==> config.mk <==
export PLATFORM = sky130hd
export DESIGN_NAME = byte_lane_serializer
export DESIGN_NICKNAME = d
export VERILOG_FILES = /design/src/rtl/byte_lane_serializer.sv
export SDC_FILE = /design/constraint.sdc
export NUM_CORES = 1
export LEC_CHECK = 0
export CAP_MARGIN = 40
export CORE_MARGIN = 2
export CORE_UTILIZATION = 45
export CTS_BUF_LIST = sky130_fd_sc_hd__clkbuf_8
export DETAILED_ROUTE_END_ITERATION = 7
export PLACE_DENSITY_LB_ADDON = 0.2
export SYNTH_ARGS = -nofsm -noshare
export SYNTH_HDL_FRONTEND = slang
export SYNTH_SLANG_ARGS = --single-unit
==> constraint.sdc <==
create_clock -name clk -period 3.6 [get_ports clk]
set_input_delay 0.9 -clock clk [delete_from_list [all_inputs] [get_ports clk]]
set_output_delay 0.9 -clock clk [all_outputs]
set_load 0.03 [all_outputs]
==> src/rtl/byte_lane_serializer.sv <==
// -----------------------------------------------------------------------------
// byte_lane_serializer
//
// Down-converts one IN_W-bit word into a stream of OUT_W-bit symbols for the
// byte-oriented encoder in the transmit path. The lane count of each word is
// chosen by `mode` when the word is accepted:
//   lanes = min(2^mode, IN_W/OUT_W).
// Consecutive words stream with no bubble: the final symbol of one word and the
// accept of the next word happen on the same clock edge.
//
// Build option:
//   BLS_MSB_FIRST_EN  defined   -> lanes go out most-significant first
//                                  (lane L-1 ... lane 0)
//                     undefined -> lanes go out least-significant first
//                                  (lane 0 ... lane L-1)
//
// Parameters:
//   IN_W   input word width, OUT_W times a power of two (>= 1)
//   OUT_W  output symbol width
//
// Ports:
//   clk        in   clock, rising edge
//   reset      in   asynchronous active-high reset
//   mode       in   lane count selector for the word being accepted
//   in_data    in   input word, lane 0 = bits [OUT_W-1:0]
//   in_valid   in   in_data/mode valid
//   in_ready   out  a word can be accepted this cycle (combinational)
//   out_data   out  current symbol (registered)
//   out_valid  out  out_data valid (registered)
//   out_ready  in   downstream consumes the symbol this cycle
//   out_last   out  current symbol is the final lane of its word (combinational)
//   busy       out  a word is held (same as out_valid)
// -----------------------------------------------------------------------------
module byte_lane_serializer #(
    parameter int IN_W  = 32,
    parameter int OUT_W = 8
) (
    input  logic             clk,
    input  logic             reset,
    input  logic [1:0]       mode,
    input  logic [IN_W-1:0]  in_data,
    input  logic             in_valid,
    output logic             in_ready,
    output logic [OUT_W-1:0] out_data,
    output logic             out_valid,
    input  logic             out_ready,
    output logic             out_last,
    output logic             busy
);

    localparam int LANES_MAX = IN_W / OUT_W;
    localparam int LOG_LANES = $clog2(LANES_MAX);
    localparam int CNT_W     = (LOG_LANES < 1) ? 1 : LOG_LANES;

    typedef enum logic {
        IDLE = 1'b0,
        SEND = 1'b1
    } state_t;

    state_t            state_q, state_d;
    logic [CNT_W-1:0]  cnt_q, cnt_d;
    logic [IN_W-1:0]   sh_q, sh_d;

    logic [CNT_W-1:0]  lanes_m1;
    logic [IN_W-1:0]   load_word;
    logic              accept;
    logic              consume;

    assign out_valid = (state_q == SEND);
    assign busy      = out_valid;
    assign out_last  = out_valid && (cnt_q == '0);
    assign in_ready  = !out_valid || (out_ready && out_last);
    assign accept    = in_valid && in_ready;
    assign consume   = out_valid && out_ready;

`ifdef BLS_MSB_FIRST_EN
    // The output lane is the top of the register; the word is shifted up.
    assign out_data = sh_q[IN_W-1 -: OUT_W];
`else
    // The output lane is the bottom of the register; the word is shifted down.
    assign out_data = sh_q[OUT_W-1:0];
`endif

    always_comb begin
        // Modes asking for more lanes than the word holds clamp to the maximum.
        lanes_m1 = CNT_W'(LANES_MAX - 1);
        if (int'(mode) < LOG_LANES) begin
            lanes_m1 = CNT_W'((1 << mode) - 1);
        end

`ifdef BLS_MSB_FIRST_EN
        // Left-justify the L used lanes so lane L-1 sits in the output slot;
        // unused upper lanes fall off the top and never reach the output.
        load_word = in_data << ((LANES_MAX - 1 - int'(lanes_m1)) * OUT_W);
`else
        // Unused upper lanes stay above the L used lanes and are never shifted
        // down into the output slot before the word completes.
        load_word = in_data;
`endif
    end

    always_comb begin
        state_d = state_q;
        cnt_d   = cnt_q;
        sh_d    = sh_q;

        // Accept only happens when the register is empty or its last symbol
        // is leaving at this same edge, so it overrides the consume update.
        if (accept) begin
            state_d = SEND;
            cnt_d   = lanes_m1;
            sh_d    = load_word;
        end else if (consume) begin
            if (cnt_q != '0) begin
                cnt_d = cnt_q - 1'b1;
`ifdef BLS_MSB_FIRST_EN
                sh_d  = sh_q << OUT_W;
`else
                sh_d  = sh_q >> OUT_W;
`endif
            end else begin
                state_d = IDLE;
            end
        end
    end

    always_ff @(posedge clk or posedge reset) begin
        if (reset) begin
            state_q <= IDLE;
            cnt_q   <= '0;
            sh_q    <= '0;
        end else begin
            state_q <= state_d;
            cnt_q   <= cnt_d;
            sh_q    <= sh_d;
        end
    end

endmodule
==> impl_results.md <==
* Outcome: complete, no violations
* RSZ-0062 raised after global routing: false
* Reg clk slew, reported paths at 0.06 ns
* Vias per cell at 4.68
* Initial antenna violation count at 0
* GR Util All Layers at around 17%
* Yosys top cell area share at 53.0%
* H-tree Lvls at 2
* DRC Markers at 0
* Post-DRT Antenna Nets at 0
* Buf/Inv on CP at 2
* Pin count of the biggest net entering global routing at 36
* Switching power total at 0.000524 W
* CTS Buf Count at 5
* Cell area after synthesis at roughly 1700 um2
* Post-synth top area cell: dfrtp_1
* Sw Ratio at 34.9%
* Setup TNS Final at 0 ns
* Number of global-route vias before repair at 1190
* Logic pwr share at between 30 and 40%
* Maximum root-to-sink buffer count at 2
* Post-synthesis compound-gate area fraction at 14.7%
* Register area share after synthesis at ~53%
* Biggest cell delay along the critical path at 0.69 ns
* Nets at 231
* Multiplexer share of the synthesized area at approximately 15%
* Share of cells above drive strength 1 at 6.74%
* Routed len/inst at 12.6 um
* Synth warn at 0
* Syn Inst Count at 153
* Clk_lat worst skew at 0.29 ns
* Fin. Hold Viols at 0
* Initial drt markers at 70
* Critical path class: in -> out
* Dpl cells at 233
* Root buf cell: clkbuf_8
* P_int at 0.000977 W
* Hpwl dp at 2150 um
* Finished Layout Cells at around 240
* Placement Cell Area at 2110 um2
* Core Footprint at 3610 um2
* Post-synthesis xor/xnor area fraction at 0%
* Drt total wl at 3050 um
* Slew Limit Fails at 0
* Highest Clock Rate at 307 MHz
* Seq pwr share at 40.0%
* Layout overhead on the synthesized area at 33.7%
* Max-cap check violation count at 0
* Crit-path leading delay family: buffers and inverters
* Commonest non-fill, non-tap cell in the layout: clkdlybuf4s50_1
* First-pass DRT Iterations at 4
* Row cnt at 22
* Critical Path RT at 2.70 ns
* Die height at 64.6 um
* Worst VDD drop at 0.389 mV
* Post-route cell area at 2210 um2
* P_leak at 0.988 nW
* Total congestion overflow at 0
* Initial Util at a little under half
* Max FO, Critical Path at 5
* Period utilisation layout at 90.4%
* Most used cell, CP: clkdlybuf4s50_1
* Clk network pwr share at 20.5%
* Hold crit path type: reg -> reg
* Critical path endpoint category: output pin
* Routed vias at 1129
* Num ports at 50
* CTS sink cnt at 35
* IO Port Bufs at 49
* Commonest non-fill, non-tap cells in the layout: 49 x clkdlybuf4s50_1, 35 x dfrtp_1, 25 x nand2_1, 24 x mux2i_1, 14 x o21ai_0
* # Post-CTS Setup Buffers at 0
* Minimum clock period at 3.25 ns
* Critical Path AT at 2.35 ns
* GP Congestion at 0.697
* Die width at 64.6 um
* Setup violators final at 0
* Crit-path slowest cell: clkdlybuf4s50_1
* First-pass GRT wire length at 5380 um
* Synth top area cells: dfrtp_1 53%, mux2i_1 15%, nand2_1 5.7%
* Cell Chain, Critical Path: clkdlybuf4s50_1, a21bo_1, clkdlybuf4s50_1
* Hold buffer count at CTS at 0
* Antenna cells at 0
* TritonCTS clock tree: yes
* Slew HR at between 50% and 60%
* Startpoint types: input port
* Final Skew at about 0.0029 ns
* Die ar. at 4170 um2
* Worst-margin pin slew at between 0.6 and 0.7 ns
* Simple-Gate Fraction of Synth Area at 7.95%
* #FFs+latches synth at 35
* Adder-Cell Fraction of Synth Area at 0.757%
* Number of distinct library cells after synthesis at 21
* Syn_nets at 192
* Main combinational cell family by area after synthesis: compound AO/OA/AOI/OAI gates
* Syn_area_per_cell at approximately 11 um2
* PwrDens at 679 nW/um2
* Post-cts sizing count at 0
[cell type report]
type	instances	area, um2
well taps	48	60.1
inverters	4	15.0
multi-input cells	95	641
flip-flops and latches	35	876
clock inverters	1	3.75
repair buffers	51	518
clock buffers	7	96.3
fillers	317	1400
[synth_stat cells]
cell type	number
a22o_1	9
buf_6	4
nor2b_1	1
a21oi_1	3
nor2_1	1
o21ai_1	10
o22ai_1	1
clkbuf_1	6
a211oi_2	1
and2_4	1
buf_4	9
nand2_1	25
mux2i_1	24
nand2b_1	1
a21bo_1	1
and2_1	1
ha_1	1
dfrtp_1	35
o21ai_0	14
inv_1	4
nand2_2	1
[power groups by stage]
stage | clock [W] | combinational, W | sequential, W
finish | 0.000308 | 0.000593 | 0.000600
global route | 0.000337 | 0.000661 | 0.000618
CTS | 0.000317 | 0.000605 | 0.000601
detailed placement | 0 | 0.000603 | 0.000609
global placement | 0 | 0.000586 | 0.000601
floorplan | 0 | 0.000468 | 0.000592
[flip-flops by register name, indices dropped and copies added (netlist names)]
name	flops
sh_q	32
cnt_q	2
busy	1
[path summary, 6_finish.rpt]
path,startpoint,endpoint,slack [ns],depth (start not counted)
setup / recovery,out_ready,in_ready,0.35,3
hold / removal,sh_q[3],sh_q[3],0.48,2
setup reg to reg,cnt_q[0],sh_q[2],1.82,6
hold reg to reg,sh_q[3],sh_q[3],0.48,2
max in group asynchronous,reset,cnt_q[1],2.29,3
min in group asynchronous,reset,sh_q[11],1.01,3
[worst min-delay path, stage by stage, from the launching register on]
cell and delay (ns):
dfrtp_1 0.34, nand2_1 0.04, o21ai_0 0.06
[layer usage]
layer / vias to the layer above / track usage [%] / share of wire (%)
met5: - / 0 / 0
met4: 0 / 7.98 / 2.0
met3: 7 / 6.42 / 6.7
met2: 34 / 28.0 / 45
met1: 494 / 20.5 / 46
li1: 594 / - / -
[logic make-up (layout without fill, tap and decap cells)]
family	Yosys count	count (layout)
AOI/OAI and AO/OA	39	39
DFF	35	35
and+or+nand+nor	31	31
muxes	24	24
buffers and inverters	23	63
adders and majority gates	1	1
[per-stage QoR]
step           total power (W)  hold slack (ns)  util [%]  setup slack (ns)
5_1_grt                0.00162            0.514      61.3             0.297
6_report               0.00150            0.479      61.3             0.347
2_1_floorplan          0.00106            0.449         -              1.51
4_1_cts                0.00152            0.485      61.3             0.334
3_5_place_dp           0.00121            0.470      58.5             0.339
3_3_place_gp           0.00119            0.461      58.5             0.378
(Power assumes the default switching activity.)
